$ cat src/rtl/jtframe_mc2_joy_pkg.sv
// Shared types and bit/pin indices for the MC2 DB9 Mega Drive pad reader.
package jtframe_mc2_joy_pkg;

   typedef enum logic [3:0] {
      IDLE, PH0, PH1, PH2, PH3, PH4, PH5, PH6, PH7
   } joy_state_e;

   // joystick word bit positions (active high)
   localparam int unsigned JB_RIGHT   = 0;
   localparam int unsigned JB_LEFT    = 1;
   localparam int unsigned JB_DOWN    = 2;
   localparam int unsigned JB_UP      = 3;
   localparam int unsigned JB_B       = 4;
   localparam int unsigned JB_C       = 5;
   localparam int unsigned JB_A       = 6;
   localparam int unsigned JB_START   = 7;
   localparam int unsigned JB_Z       = 8;
   localparam int unsigned JB_Y       = 9;
   localparam int unsigned JB_X       = 10;
   localparam int unsigned JB_MODE    = 11;
   localparam int unsigned JB_PRESENT = 14;
   localparam int unsigned JB_SIX     = 15;

   // DB9 pin positions within joy_in (active low)
   localparam int unsigned P_UP    = 0;
   localparam int unsigned P_DOWN  = 1;
   localparam int unsigned P_LEFT  = 2;
   localparam int unsigned P_RIGHT = 3;
   localparam int unsigned P_TL    = 4;
   localparam int unsigned P_TR    = 5;

   localparam int unsigned PIN_W = 6;
   localparam int unsigned JOY_W = 16;

endpackage

$ cat src/rtl/jtframe_mc2_sync.sv
// Two-flop synchroniser with asynchronous reset to a preset value.
module jtframe_mc2_sync #(
   parameter int unsigned W      = 1,
   parameter logic [W-1:0] PRESET = '0
)(
   input  logic         clk,
   input  logic         rst,
   input  logic [W-1:0] d,
   output logic [W-1:0] q
);

   logic [W-1:0] meta_q, sync_q;

   always_ff @(posedge clk or posedge rst) begin
      if (rst) begin
         meta_q <= PRESET;
         sync_q <= PRESET;
      end else begin
         meta_q <= d;
         sync_q <= meta_q;
      end
   end

   assign q = sync_q;

endmodule

$ cat src/rtl/jtframe_mc2_joydb9.sv
// Polls a Mega Drive 3/6-button pad on the MC2 DB9 port and publishes one
// active-high joystick word per poll, updated atomically.
module jtframe_mc2_joydb9
   import jtframe_mc2_joy_pkg::*;
#(
   parameter int unsigned SEL_CYCLES  = 480,
   parameter int unsigned IDLE_CYCLES = 96000
)(
   input  logic             clk_sys,
   input  logic             rst,
   input  logic [PIN_W-1:0] joy_in,
   output logic             joy_sel,
   output logic [JOY_W-1:0] joystick,
   output logic             joy_valid
);

   localparam int unsigned MAX_CYC = (SEL_CYCLES > IDLE_CYCLES) ? SEL_CYCLES : IDLE_CYCLES;
   localparam int unsigned CNT_W   = (MAX_CYC > 1) ? $clog2(MAX_CYC) : 1;
   localparam logic [CNT_W-1:0] SEL_LAST  = CNT_W'(SEL_CYCLES - 1);
   localparam logic [CNT_W-1:0] IDLE_LAST = CNT_W'(IDLE_CYCLES - 1);

   logic [PIN_W-1:0] s;
   joy_state_e       state_q, state_d;
   logic [CNT_W-1:0] cnt_q, cnt_d;
   logic [JOY_W-1:0] shadow_q, shadow_d;
   logic [JOY_W-1:0] joystick_q, joystick_d;
   logic             joy_sel_q, joy_sel_d;
   logic             joy_valid_q, joy_valid_d;
   logic             phase_end;

   jtframe_mc2_sync #(.W(PIN_W), .PRESET(6'h3F)) u_sync (
      .clk (clk_sys),
      .rst (rst),
      .d   (joy_in),
      .q   (s)
   );

   always_ff @(posedge clk_sys or posedge rst) begin
      if (rst) begin
         state_q     <= IDLE;
         cnt_q       <= '0;
         shadow_q    <= '0;
         joystick_q  <= '0;
         joy_sel_q   <= 1'b1;
         joy_valid_q <= 1'b0;
      end else begin
         state_q     <= state_d;
         cnt_q       <= cnt_d;
         shadow_q    <= shadow_d;
         joystick_q  <= joystick_d;
         joy_sel_q   <= joy_sel_d;
         joy_valid_q <= joy_valid_d;
      end
   end

   // Sampling happens only on the last cycle of a phase, when pins have settled.
   always_comb begin
      state_d     = state_q;
      cnt_d       = cnt_q + CNT_W'(1);
      shadow_d    = shadow_q;
      joystick_d  = joystick_q;
      joy_valid_d = 1'b0;
      phase_end   = (state_q == IDLE) ? (cnt_q == IDLE_LAST) : (cnt_q == SEL_LAST);

      if (phase_end) begin
         cnt_d = '0;
         case (state_q)
            PH0: begin
               shadow_d[JB_UP]    = ~s[P_UP];
               shadow_d[JB_DOWN]  = ~s[P_DOWN];
               shadow_d[JB_LEFT]  = ~s[P_LEFT];
               shadow_d[JB_RIGHT] = ~s[P_RIGHT];
               shadow_d[JB_B]     = ~s[P_TL];
               shadow_d[JB_C]     = ~s[P_TR];
            end
            PH1: begin
               shadow_d[JB_A]       = ~s[P_TL];
               shadow_d[JB_START]   = ~s[P_TR];
               shadow_d[JB_PRESENT] = ~s[P_LEFT] & ~s[P_RIGHT];
            end
            PH5: shadow_d[JB_SIX] = (s[P_RIGHT:P_UP] == 4'b0000);
            PH6: begin
               if (shadow_q[JB_SIX]) begin
                  shadow_d[JB_Z]    = ~s[P_UP];
                  shadow_d[JB_Y]    = ~s[P_DOWN];
                  shadow_d[JB_X]    = ~s[P_LEFT];
                  shadow_d[JB_MODE] = ~s[P_RIGHT];
               end else begin
                  shadow_d[JB_MODE:JB_Z] = 4'b0000;
               end
            end
            PH7: begin
               joy_valid_d = 1'b1;
               if (!shadow_q[JB_PRESENT]) begin
                  joystick_d = '0;
               end else begin
                  joystick_d        = shadow_q;
                  joystick_d[13:12] = 2'b00;
                  if (!shadow_q[JB_SIX]) begin
                     joystick_d[JB_MODE:JB_Z] = 4'b0000;
                     joystick_d[JB_SIX]       = 1'b0;
                  end
               end
            end
            default: ;
         endcase

         if (state_q == PH7) state_d = IDLE;
         else                state_d = joy_state_e'(4'(state_q) + 4'd1);
      end

      joy_sel_d = !(state_d inside {PH1, PH3, PH5, PH7});
   end

   assign joy_sel   = joy_sel_q;
   assign joystick  = joystick_q;
   assign joy_valid = joy_valid_q;

endmodule

$ cat config.mk
export PLATFORM = sky130hd
export DESIGN_NAME = jtframe_mc2_joydb9
export DESIGN_NICKNAME = d
export VERILOG_FILES = /design/src/rtl/jtframe_mc2_joy_pkg.sv /design/src/rtl/jtframe_mc2_sync.sv /design/src/rtl/jtframe_mc2_joydb9.sv
export SDC_FILE = /design/constraint.sdc
export NUM_CORES = 1
export LEC_CHECK = 0
export ABC_AREA = 1
export CAP_MARGIN = 5
export CELL_PAD_IN_SITES_DETAIL_PLACEMENT = 0
export CELL_PAD_IN_SITES_GLOBAL_PLACEMENT = 1
export CORE_MARGIN = 2
export CORE_UTILIZATION = 47
export CTS_BUF_LIST = sky130_fd_sc_hd__clkbuf_16
export DETAILED_ROUTE_END_ITERATION = 8
export GPL_TIMING_DRIVEN = 0
export PLACE_DENSITY = 0.86
export SETUP_SLACK_MARGIN = 0.15
export SKIP_CTS_REPAIR_TIMING = 1
export SLEW_MARGIN = 20
export SYNTH_ARGS = -nofsm -noshare
export SYNTH_HDL_FRONTEND = slang
export SYNTH_HIERARCHICAL = 1
export SYNTH_SLANG_ARGS = --single-unit
$ cat constraint.sdc
create_clock -name clk_sys -period 4.4 [get_ports clk_sys]
set_input_delay 0.44 -clock clk_sys [delete_from_list [all_inputs] [get_ports clk_sys]]
set_output_delay 0.44 -clock clk_sys [all_outputs]
set_load 0.01 [all_outputs]
==> run_results.csv <==
group,metric,value,unit
synthesis,ys_types,38,
global_route,grt_use_total,0.186,
global_route,grt_pass1_wl,10.2,mm
outcome,outcome,"finished, final reports clean",
worst_setup_path,r2r_setup_slack,2.53,ns
clocking,clk_pin_slew,0.06,ns
synthesis,netlist_area,0.00293,mm2
sta,fin_crit_sh,0.424,
synthesis,yosysWarningCount,6,
sta,worstMarginPinSlew,0.511,ns
clocking,clock-sinks,63,
worst_setup_path,cp-end-kind,"flop",
cells_and_area,syn2layout_area_growth,21.5,%
sta,setup_tns,0,ns
synthesis,synth_area_per_cell,9.24,um2
sta,finalSetupViolCount,0,
detailed_routing,drtIter0Drc,111,
sta,post-route-min-period,1.87,ns
floorplanning,die-area,0.00688,mm2
sta,fmax,535,MHz
synthesis,yosysTopAreaCell,"dfrtp_1",
flow_run,max_cap_violations,0,
clocking,clockBufferDepth,2,
sta,max_slew_margin,0.659,
worst_setup_path,worst-path-max-fanout,3,
synthesis,synth-seq-cells,63,
pwr,power_density,357,mW/mm2
clocking,tritoncts,"done",
floorplanning,start_util,0.492,
sta,drv_slew,0,
global_route,met1_usage,0.258,
global_route,overflow,0,
cells_and_area,stdcell_area,0.00356,mm2
floorplanning,die_h,82.9,um
floorplanning,die_w,82.9,um
sta,fin_skew,0.00441,ns
min_path,whs_path_depth,0,
cells_and_area,nets,366,
min_path,hp-start,"u_sync/meta_q[5]",
pwr,p_leak,1.73,nW
cells_and_area,fillers,551,
clocking,insertion_delay,0.33,ns
clocking,htreeDepth,3,
detailed_routing,postRouteAntennaNets,0,
cells_and_area,drive_gt1_frac,0.201,
global_route,grt_max_degree,31,
detailed_routing,vias,2104,
detailed_routing,wirelength,5.60,mm
place,port_buffers,23,
synthesis,ys_seq_area_frac,0.544,
worst_setup_path,startpoint_type,"flop",
global_route,use_met3,0.0388,
worst_setup_path,r2r-start,"cnt_q[0]",
global_route,top_usage_layer,"met2",
synthesis,synthTopCellsByArea,"dfrtp_1 (43%), dfstp_2 (12%), nand2_1 (8.1%), inv_1 (6.2%), o21ai_0 (4.4%)",
place,place_ws,2.53,ns
synthesis,synthCells,317,
detailed_routing,drc,0,
clocking,cts_buffers,9,
clocking,clockRootBuffer,"clkbuf_16",
place,dpl_cell_area,0.00328,mm2
worst_setup_path,worst-r2r-cell-count,12,
global_route,grt_pass1_vias,2143,
cells_and_area,fin_cells,433,
place,dp_hpwl,4.03,mm
detailed_routing,wl_per_cell,12.9,um
floorplanning,io_pins,26,
global_route,use_met2,0.276,
sta,hold_viol,0,
floorplanning,rows,28,
min_path,hold_path_class,"flop to flop",
cells_and_area,antennaDiodeCount,0,
detailed_routing,viasPerCell,4.86,
synthesis,synth.top_cell.area_share,0.427,
detailed_routing,dr.pass1.iters,4,
worst_setup_path,cp.arrival,2.08,ns
place,gp_congestion,0.836,
sta,rsz0062_at_grt,"no",
worst_setup_path,rr_endpoint,"cnt_q[12]",
min_path,holdPathEnd,"u_sync/q[5]",
pwr,vdd_drop_max,0.296,mV
floorplanning,placeableCoreArea,0.00596,mm2
place,dpl.cell_count,417,
worst_setup_path,required,4.61,ns
sta,setup_ws,2.53,ns
global_route,antenna_found_initial,0,
cells_and_area,final_cell_mix,"nand2_1 (63), dfrtp_1 (50), inv_1 (47)",
worst_setup_path,crit_type,"flop to flop",
cells_and_area,layout_commonest_cell,"nand2_1",
## power by group
| part | internal [mW] | switching [mW] | total [mW] |
|---|---|---|---|
| Combinational | 0.00876 | 0.0137 | 0.0225 |
| Sequential | 0.590 | 0.00326 | 0.593 |
| Clock | 0.386 | 0.268 | 0.654 |
| Total | 0.985 | 0.285 | 1.27 |
## layer usage
layer	part of all wire	routed length [um]
met2	0.44	2440
met1	0.51	2860
met3	0.031	171
met5	0	0
met4	0.022	121
## cells in the mapped netlist (all sizes together)
cell	n
clkbuf	3
nor3	5
nor3b	1
nor4	2
ha	5
buf	4
a21boi	1
dfrtp	50
o21a	1
inv	50
xnor2	1
o21ai	39
nand2	72
conb	1
or2	3
dfstp	13
nand3	28
a21oi	4
nor2	23
xor2	2
nand4	6
nand3b	3
## cells by family after synthesis
logic type               after synthesis  synth area share
AO/OA/AOI/OAI                         45            0.0902
flip-flops                            63             0.544
AND/OR/NAND/NOR                      143             0.253
XOR/XNOR                               3           0.00898
buffers and inverters                 57            0.0808
other                                  1           0.00128
adder cells (fa/ha/maj)                5            0.0214
## per-stage QoR
step | utilization | power (mW) | hold slack (ns)
after floorplan | - | 0.613 | 0.345
after global placement | 0.547 | 0.624 | 0.346
after detailed placement | 0.550 | 0.627 | 0.347
after CTS | 0.597 | 1.29 | 0.355
after global routing | 0.597 | 1.32 | 0.360
final | 0.597 | 1.27 | 0.355
## worst max path at each step
stage,start,end,slack [ns],cells after the start
finish,cnt_q[0],cnt_q[12],2.53,12
global route,cnt_q[0],cnt_q[12],2.28,12
floorplan,rst,cnt_q[0],2.73,1
detailed placement,state_q[0],joystick[15],2.53,9
CTS,state_q[0],joystick[11],2.50,9
global placement,rst,cnt_q[5],1.67,2
## sequential cells by signal (all words and copies together) (netlist names)
signal         cells
cnt_q             17
joystick          14
shadow_q          14
u_sync/meta_q      6
u_sync/q           6
state_q            4
joy_sel            1
joy_valid          1
## critical path, cell delays in order (launching register included)
cell	delay, ns
dfrtp_1	0.37
ha_1	0.18
nand2_1	0.07
inv_1	0.08
nand3_2	0.09
inv_1	0.08
nand2_1	0.10
nor2_1	0.16
nand2_1	0.12
nor2_2	0.16
nand2_1	0.11
o21ai_0	0.16
a21oi_1	0.06
## cell type report
cell class | instances | area [um2] | share of cell area
tap | 75 | 93.8 | 0.0264
timing repair buffer | 24 | 250 | 0.0704
inverter | 50 | 193 | 0.0542
clock buffer | 9 | 225 | 0.0633
sequential | 63 | 1590 | 0.448
multi-input combinational | 198 | 1100 | 0.310
clock inverter | 7 | 55.1 | 0.0155
buffer | 7 | 43.8 | 0.0123
Note: power is estimated with default switching activity, not from simulation.
